<file path="config.mk">
export PLATFORM = sky130hd
export DESIGN_NAME = ddr_arbiter
export DESIGN_NICKNAME = d
export VERILOG_FILES = /design/src/rtl/ddr_arbiter.sv
export SDC_FILE = /design/constraint.sdc
export NUM_CORES = 1
export LEC_CHECK = 0
export ABC_AREA = 1
export ABC_CLOCK_PERIOD_IN_PS = 2000
export BUFFER_PORTS_ARGS = -buffer_cell sky130_fd_sc_hd__buf_2
export CORE_AREA = 5 5 210 212
export CTS_CLUSTER_SIZE = 20
export DETAILED_ROUTE_END_ITERATION = 16
export DIE_AREA = 0 0 215 217
export GPL_TIMING_DRIVEN = 0
export PLACE_DENSITY = 0.37
export SYNTH_ARGS = -nofsm -noshare
export SYNTH_HDL_FRONTEND = slang
export SYNTH_SLANG_ARGS = --single-unit
</file>
<file path="constraint.sdc">
create_clock -name clock -period 2 [get_ports clock]
set_clock_uncertainty 0.1 [all_clocks]
set_input_delay 0 -clock clock [delete_from_list [all_inputs] [get_ports clock]]
set_output_delay 0 -clock clock [all_outputs]
set_load 0.02 [all_outputs]
</file>
<file path="src/rtl/ddr_arbiter.sv">
// ---------------------------------------------------------------------------
// ddr_arbiter
//
// Shares one DDR Avalon-style master between two requesters (for example
// port 0 = ROM download / tile fetch, port 1 = frame buffer). A whole burst
// is granted at a time. When both ports want the bus, the port that did not
// finish the last burst wins, so neither side can starve.
//
// Ports
//   clock, reset             system clock, asynchronous active-high reset
//   io_in_N_rd / _wr         read request / write beat valid from port N
//   io_in_N_addr             burst start address
//   io_in_N_burstCount       beats in burst (0 behaves as 1)
//   io_in_N_mask / _din      byte enables / write data
//   io_in_N_waitReq          stall back to port N
//   io_in_N_valid / _dout    read beat valid / read data to port N
//   io_ddr_*                 the shared DDR master interface
// ---------------------------------------------------------------------------
module ddr_arbiter #(
    parameter int ADDR_WIDTH  = 32,
    parameter int DATA_WIDTH  = 64,
    parameter int BURST_WIDTH = 8
) (
    input  logic                    clock,
    input  logic                    reset,

    input  logic                    io_in_0_rd,
    input  logic                    io_in_0_wr,
    input  logic [ADDR_WIDTH-1:0]   io_in_0_addr,
    input  logic [BURST_WIDTH-1:0]  io_in_0_burstCount,
    input  logic [DATA_WIDTH/8-1:0] io_in_0_mask,
    input  logic [DATA_WIDTH-1:0]   io_in_0_din,
    output logic                    io_in_0_waitReq,
    output logic                    io_in_0_valid,
    output logic [DATA_WIDTH-1:0]   io_in_0_dout,

    input  logic                    io_in_1_rd,
    input  logic                    io_in_1_wr,
    input  logic [ADDR_WIDTH-1:0]   io_in_1_addr,
    input  logic [BURST_WIDTH-1:0]  io_in_1_burstCount,
    input  logic [DATA_WIDTH/8-1:0] io_in_1_mask,
    input  logic [DATA_WIDTH-1:0]   io_in_1_din,
    output logic                    io_in_1_waitReq,
    output logic                    io_in_1_valid,
    output logic [DATA_WIDTH-1:0]   io_in_1_dout,

    output logic                    io_ddr_rd,
    output logic                    io_ddr_wr,
    output logic [ADDR_WIDTH-1:0]   io_ddr_addr,
    output logic [BURST_WIDTH-1:0]  io_ddr_burstCount,
    output logic [DATA_WIDTH/8-1:0] io_ddr_mask,
    output logic [DATA_WIDTH-1:0]   io_ddr_din,
    input  logic [DATA_WIDTH-1:0]   io_ddr_dout,
    input  logic                    io_ddr_waitReq,
    input  logic                    io_ddr_valid
);

    localparam logic [BURST_WIDTH-1:0] BurstOne = BURST_WIDTH'(1);

    typedef enum logic [1:0] {
        IDLE,
        ACTIVE,
        READ,
        WRITE
    } state_e;

    state_e                   state_q, state_d;
    logic                     grant_q, grant_d;
    logic                     prio_q, prio_d;
    logic [BURST_WIDTH-1:0]   count_q, count_d;

    logic                     grantRd;
    logic                     grantWr;
    logic [ADDR_WIDTH-1:0]    grantAddr;
    logic [BURST_WIDTH-1:0]   grantBurst;
    logic [DATA_WIDTH/8-1:0]  grantMask;
    logic [DATA_WIDTH-1:0]    grantDin;
    logic [BURST_WIDTH-1:0]   grantBurstEff;
    logic                     req0;
    logic                     req1;

    // Read data is simply fanned out; io_in_N_valid decides who consumes it.
    assign io_in_0_dout = io_ddr_dout;
    assign io_in_1_dout = io_ddr_dout;

    assign req0 = io_in_0_rd | io_in_0_wr;
    assign req1 = io_in_1_rd | io_in_1_wr;

    // Select the granted port's command fields.
    always_comb begin
        grantRd    = grant_q ? io_in_1_rd         : io_in_0_rd;
        grantWr    = grant_q ? io_in_1_wr         : io_in_0_wr;
        grantAddr  = grant_q ? io_in_1_addr       : io_in_0_addr;
        grantBurst = grant_q ? io_in_1_burstCount : io_in_0_burstCount;
        grantMask  = grant_q ? io_in_1_mask       : io_in_0_mask;
        grantDin   = grant_q ? io_in_1_din        : io_in_0_din;
        grantBurstEff = (grantBurst == '0) ? BurstOne : grantBurst;
    end

    // State, grant, priority and beat counter registers.
    always_ff @(posedge clock or posedge reset) begin
        if (reset) begin
            state_q <= IDLE;
            grant_q <= 1'b0;
            prio_q  <= 1'b0;
            count_q <= '0;
        end else begin
            state_q <= state_d;
            grant_q <= grant_d;
            prio_q  <= prio_d;
            count_q <= count_d;
        end
    end

    // Next-state logic. Every burst completion hands priority to the other
    // port, which gives round-robin behaviour when both keep requesting.
    always_comb begin
        state_d = state_q;
        grant_d = grant_q;
        prio_d  = prio_q;
        count_d = count_q;
        unique case (state_q)
            IDLE: begin
                if (req0 || req1) begin
                    grant_d = (req0 && req1) ? prio_q : req1;
                    state_d = ACTIVE;
                end
            end
            ACTIVE: begin
                if (grantRd && !io_ddr_waitReq) begin
                    count_d = grantBurstEff;
                    state_d = READ;
                end else if (grantWr && !io_ddr_waitReq) begin
                    // First write beat is accepted here; a 0/1-beat burst is
                    // already complete.
                    if (grantBurst <= BurstOne) begin
                        count_d = '0;
                        prio_d  = ~grant_q;
                        state_d = IDLE;
                    end else begin
                        count_d = grantBurst - BurstOne;
                        state_d = WRITE;
                    end
                end
            end
            READ: begin
                if (io_ddr_valid) begin
                    count_d = count_q - BurstOne;
                    if (count_q == BurstOne) begin
                        prio_d  = ~grant_q;
                        state_d = IDLE;
                    end
                end
            end
            WRITE: begin
                if (grantWr && !io_ddr_waitReq) begin
                    count_d = count_q - BurstOne;
                    if (count_q == BurstOne) begin
                        prio_d  = ~grant_q;
                        state_d = IDLE;
                    end
                end
            end
            default: state_d = IDLE;
        endcase
    end

    // Output logic. Command fields always follow the granted port; only the
    // strobes, stalls and read valids depend on the state.
    always_comb begin
        io_ddr_rd         = 1'b0;
        io_ddr_wr         = 1'b0;
        io_ddr_addr       = grantAddr;
        io_ddr_burstCount = grantBurst;
        io_ddr_mask       = grantMask;
        io_ddr_din        = grantDin;
        io_in_0_waitReq   = 1'b1;
        io_in_1_waitReq   = 1'b1;
        io_in_0_valid     = 1'b0;
        io_in_1_valid     = 1'b0;
        unique case (state_q)
            ACTIVE: begin
                io_ddr_rd = grantRd;
                io_ddr_wr = grantWr;
                if (grant_q) io_in_1_waitReq = io_ddr_waitReq;
                else         io_in_0_waitReq = io_ddr_waitReq;
            end
            READ: begin
                if (grant_q) io_in_1_valid = io_ddr_valid;
                else         io_in_0_valid = io_ddr_valid;
            end
            WRITE: begin
                // Reads cannot start mid write burst.
                io_ddr_wr = grantWr;
                if (grant_q) io_in_1_waitReq = io_ddr_waitReq;
                else         io_in_0_waitReq = io_ddr_waitReq;
            end
            default: begin
            end
        endcase
    end

endmodule

</file>
==> results.md <==
- Htree depth: 1
- Avg Cell Area, Syn: about 5.1 sq um
- Boundary Pins: between 500 and 600
- Initial antenna violation count: 5
- Clock tree from TritonCTS: yes
- Worst-path fanout max: 5
- Top post-synthesis cells by count: 389 x nand2_1, 128 x buf_4, 44 x inv_1
- Number of global-route vias before repair: approximately 5.8k
- Clk_lat worst skew: about 0.24 ns
- DR iter-0 viols: ~140
- Vias per cell: approximately 3.3
- CP required: about 2.1 ns
- Status: finished, final reports clean
- Total nets after synthesis: 997
- Multi-input gate area: slightly above 2000 sq um
- Switching share of power: 0.581
- Final TNS setup: 0 ns
- Pint: between 2 and 2.5 mW
- Placer Congestion: a little over 0.8
- Nets: between 1k and 1.5k
- Post-synth EDFFs: 0
- Layout Cells excl Fill: 1725
- Async SR Flop Fraction: 1.00
- Worst Path Class, Setup: reg2reg
- # rows: 75
- Pre-antenna DRT Iters: 5
- Pre-CTS setup slack: -0.735 ns
- Synthesis-to-layout area growth: 93.4%
- Peak VDD IR: 0.000262 V
- Unique masters post-synth: 28
- First-pass GRT wire length: between 30000 and 40000 um
- Worst hold-check path type: in2reg
- Slew margin rel.: 0.653
- Root buf cell: clkbuf_16
- Synth top area cells: nand2_1 41%, buf_4 27%, dfrtp_1 8.4%
- Total gr overflow: 0
- Number of synthesized register bits: 12
- Top-area cell type share of the netlist area: 0.410
- LEAKAGE: approximately 4.3 nW
- Largest area contributor in the netlist: nand2_1
- Worst R2R Start: grant_q$_DFFE_PP0P_
- Cells after DPL: about 1.7k
- Most common cell in the netlist: nand2_1
- Crit path DAT: between 1.5 and 2 ns
- # DRC: 0
- Placeable core area: approximately 42000 sq um
- PortBufs: 477
- Final worst-path cycle share: 0.959
- Crit-path cells: buf_6, o21ai_4, inv_2, ha_1, nor2_1, nor2_2, nand3_2, nand2_2, inv_4, nand3_1, a21oi_2
- Sequential-to-total area share from yosys stat: 0.0843
- Die H: 217 um
- CTS buffer count: 3
- CP startpoint kind: register
- Die area: 46700 sq um
- Min cycle time layout: roughly 1.9 ns
- Unrepaired setup endpoints after global routing: yes
- Dpl hpwl: 22700 um
- Fill cell count: around 5k
- Slew Limit Fails: 0
- GRT Total Usage: 0.0955
- Via count: 5658
- CP Capture Type: register
- Ys Warns: 0
- Worst Hold Depth: 3
- Final setup margin: just over 0.08 ns
- Count of final hold-check violations: 0
- Worst Reg2Reg Path Length in Cells: 11
- Reg power frac: 0.084
- Fmax: roughly 520 MHz
- Share of layout cells above drive strength 1: 0.564
- Gate power share: 0.836
- Worst path slowest cell: dfrtp_2
- Routed wire per std cell: 14.5 um
- Worst Tran Pin Value: between 0.5 and 0.6 ns
- Ys flop type: dfrtp_1
- Worst-path clk slew: about 0.050 ns
- Maximum number of pins on one net before global-route repair: 13
- Register area: 302 sq um
- Die X: 215 um
- FF-to-FF setup slack: 0.08 ns
- Sink of the worst hold path: grant_q$_DFFE_PP0P_
- Post-DRT Antenna Nets: 0
- Clock Tree Buf Depth: 2
- WL final: 24900 um
- Setup Viol. Count Final: 0
- Worst r2r dst: count_q[6]$_DFFE_PP0P_
- Clock share of power: 0.080
- P_sw: about 3 mW
- Power per cell area: between 700 and 800 nW/um^2
- Max incr delay on CP: about 0.44 ns
- Mapped Area: approximately 3600 sq um
- Hold Path Origin: io_in_1_rd
- CTS sink cnt: 12
- Max Cap Viol: 0
- Initial Util: 0.0853
- Synth Instances: roughly 700
logic make-up (layout without fill, tap and decap cells):
family                     Yosys count  count (layout)  synth area share
other                                0               2                 0
DFF                                 12              12            0.0843
adders and majority gates            4               4            0.0140
xor gates and xnor gates             3               3           0.00737
AOI/OAI and AO/OA                   27              27            0.0404
buffers and inverters              201             688             0.354
and+or+nand+nor                    450             450             0.500
through the flow:
step	power (mW)	util	hold slack (ns)	instance area [sq um]
after floorplan	3.03	-	-0.235	3560
after global placement	4.64	0.159	-0.0154	6630
after detailed placement	4.62	0.159	-0.0345	6630
after CTS	5.11	0.162	0.0235	6770
after global routing	5.61	0.165	0.0501	6890
final	5.12	0.165	0.0378	6890
critical path: cells and delay by family, from the launching register on:
| family | cells | cell delay, ns |
|---|---|---|
| AO/OA/AOI/OAI | 2 | 0.34 |
| flip-flops | 1 | 0.44 |
| adder cells (fa/ha/maj) | 1 | 0.20 |
| buffers and inverters | 3 | 0.31 |
| AND/OR/NAND/NOR | 5 | 0.45 |
layout make-up:
class	count	area share
Tap cell	539	0.0979
Clock buffer	4	0.0129
Buffer	155	0.166
Timing Repair Buffer	483	0.354
Inverter	46	0.0258
Multi-Input combinational cell	484	0.299
Sequential cell	12	0.0438
Antenna cell	2	0.000726
power by group through the flow:
stage	combinational (mW)	clock, mW	sequential [mW]
after floorplan	2.62	0	0.403
after global placement	4.22	0	0.425
after detailed placement	4.19	0	0.424
after CTS	4.27	0.425	0.421
after global routing	4.73	0.439	0.440
final	4.28	0.412	0.429
how the worst max path moves through the flow:
stage	end	cells past startpoint	from	slack (ns)
floorplan	prio_q$_DFFE_PP0P_	12	grant_q$_DFFE_PP0P_	0.15
global placement	io_ddr_din[61]	7	grant_q$_DFFE_PP0P_	-0.73
detailed placement	io_ddr_din[61]	7	grant_q$_DFFE_PP0P_	-0.73
CTS	count_q[6]$_DFFE_PP0P_	11	grant_q$_DFFE_PP0P_	-0.01
global route	count_q[5]$_DFFE_PP0P_	13	grant_q$_DFFE_PP0P_	-0.05
finish	count_q[6]$_DFFE_PP0P_	11	grant_q$_DFFE_PP0P_	0.08
flip-flops by register name, indices dropped and copies added, names as in the netlist:
| register | cells |
|---|---|
| count_q | 8 |
| grant_q | 1 |
| state_q | 2 |
| prio_q | 1 |
layer usage:
layer | part of all wire | track usage
met1 | 0.40 | 0.113
met2 | 0.53 | 0.184
met3 | 0.068 | 0.0202
met4 | 0.0086 | 0.00789
met5 | 0 | 0
what timing repair did:
item,4_1_cts,5_1_grt
setup buffers,0,4
resized for setup,23,38
endpoints found under the hold margin,12,0
cloned,0,1
pin swaps,0,4
endpoints found under the setup margin,116,54
hold buffers,1,0
layout by cell type (no fill, tap or decap), drive strengths merged:
| cell | n |
|---|---|
| clkbuf | 20 |
| inv | 46 |
| nand4 | 4 |
| dfrtp | 12 |
| nor3b | 1 |
| dlygate4sd3 | 1 |
| xnor2 | 1 |
| o21ai | 14 |
| nand2 | 397 |
| nor3 | 2 |
| or2 | 1 |
| a21oi | 12 |
| ha | 4 |
| nor2 | 28 |
| nand3 | 17 |
| diode | 2 |
| buf | 621 |
| xor2 | 2 |
| o22ai | 1 |
Power figures use the tool's default switching activity.
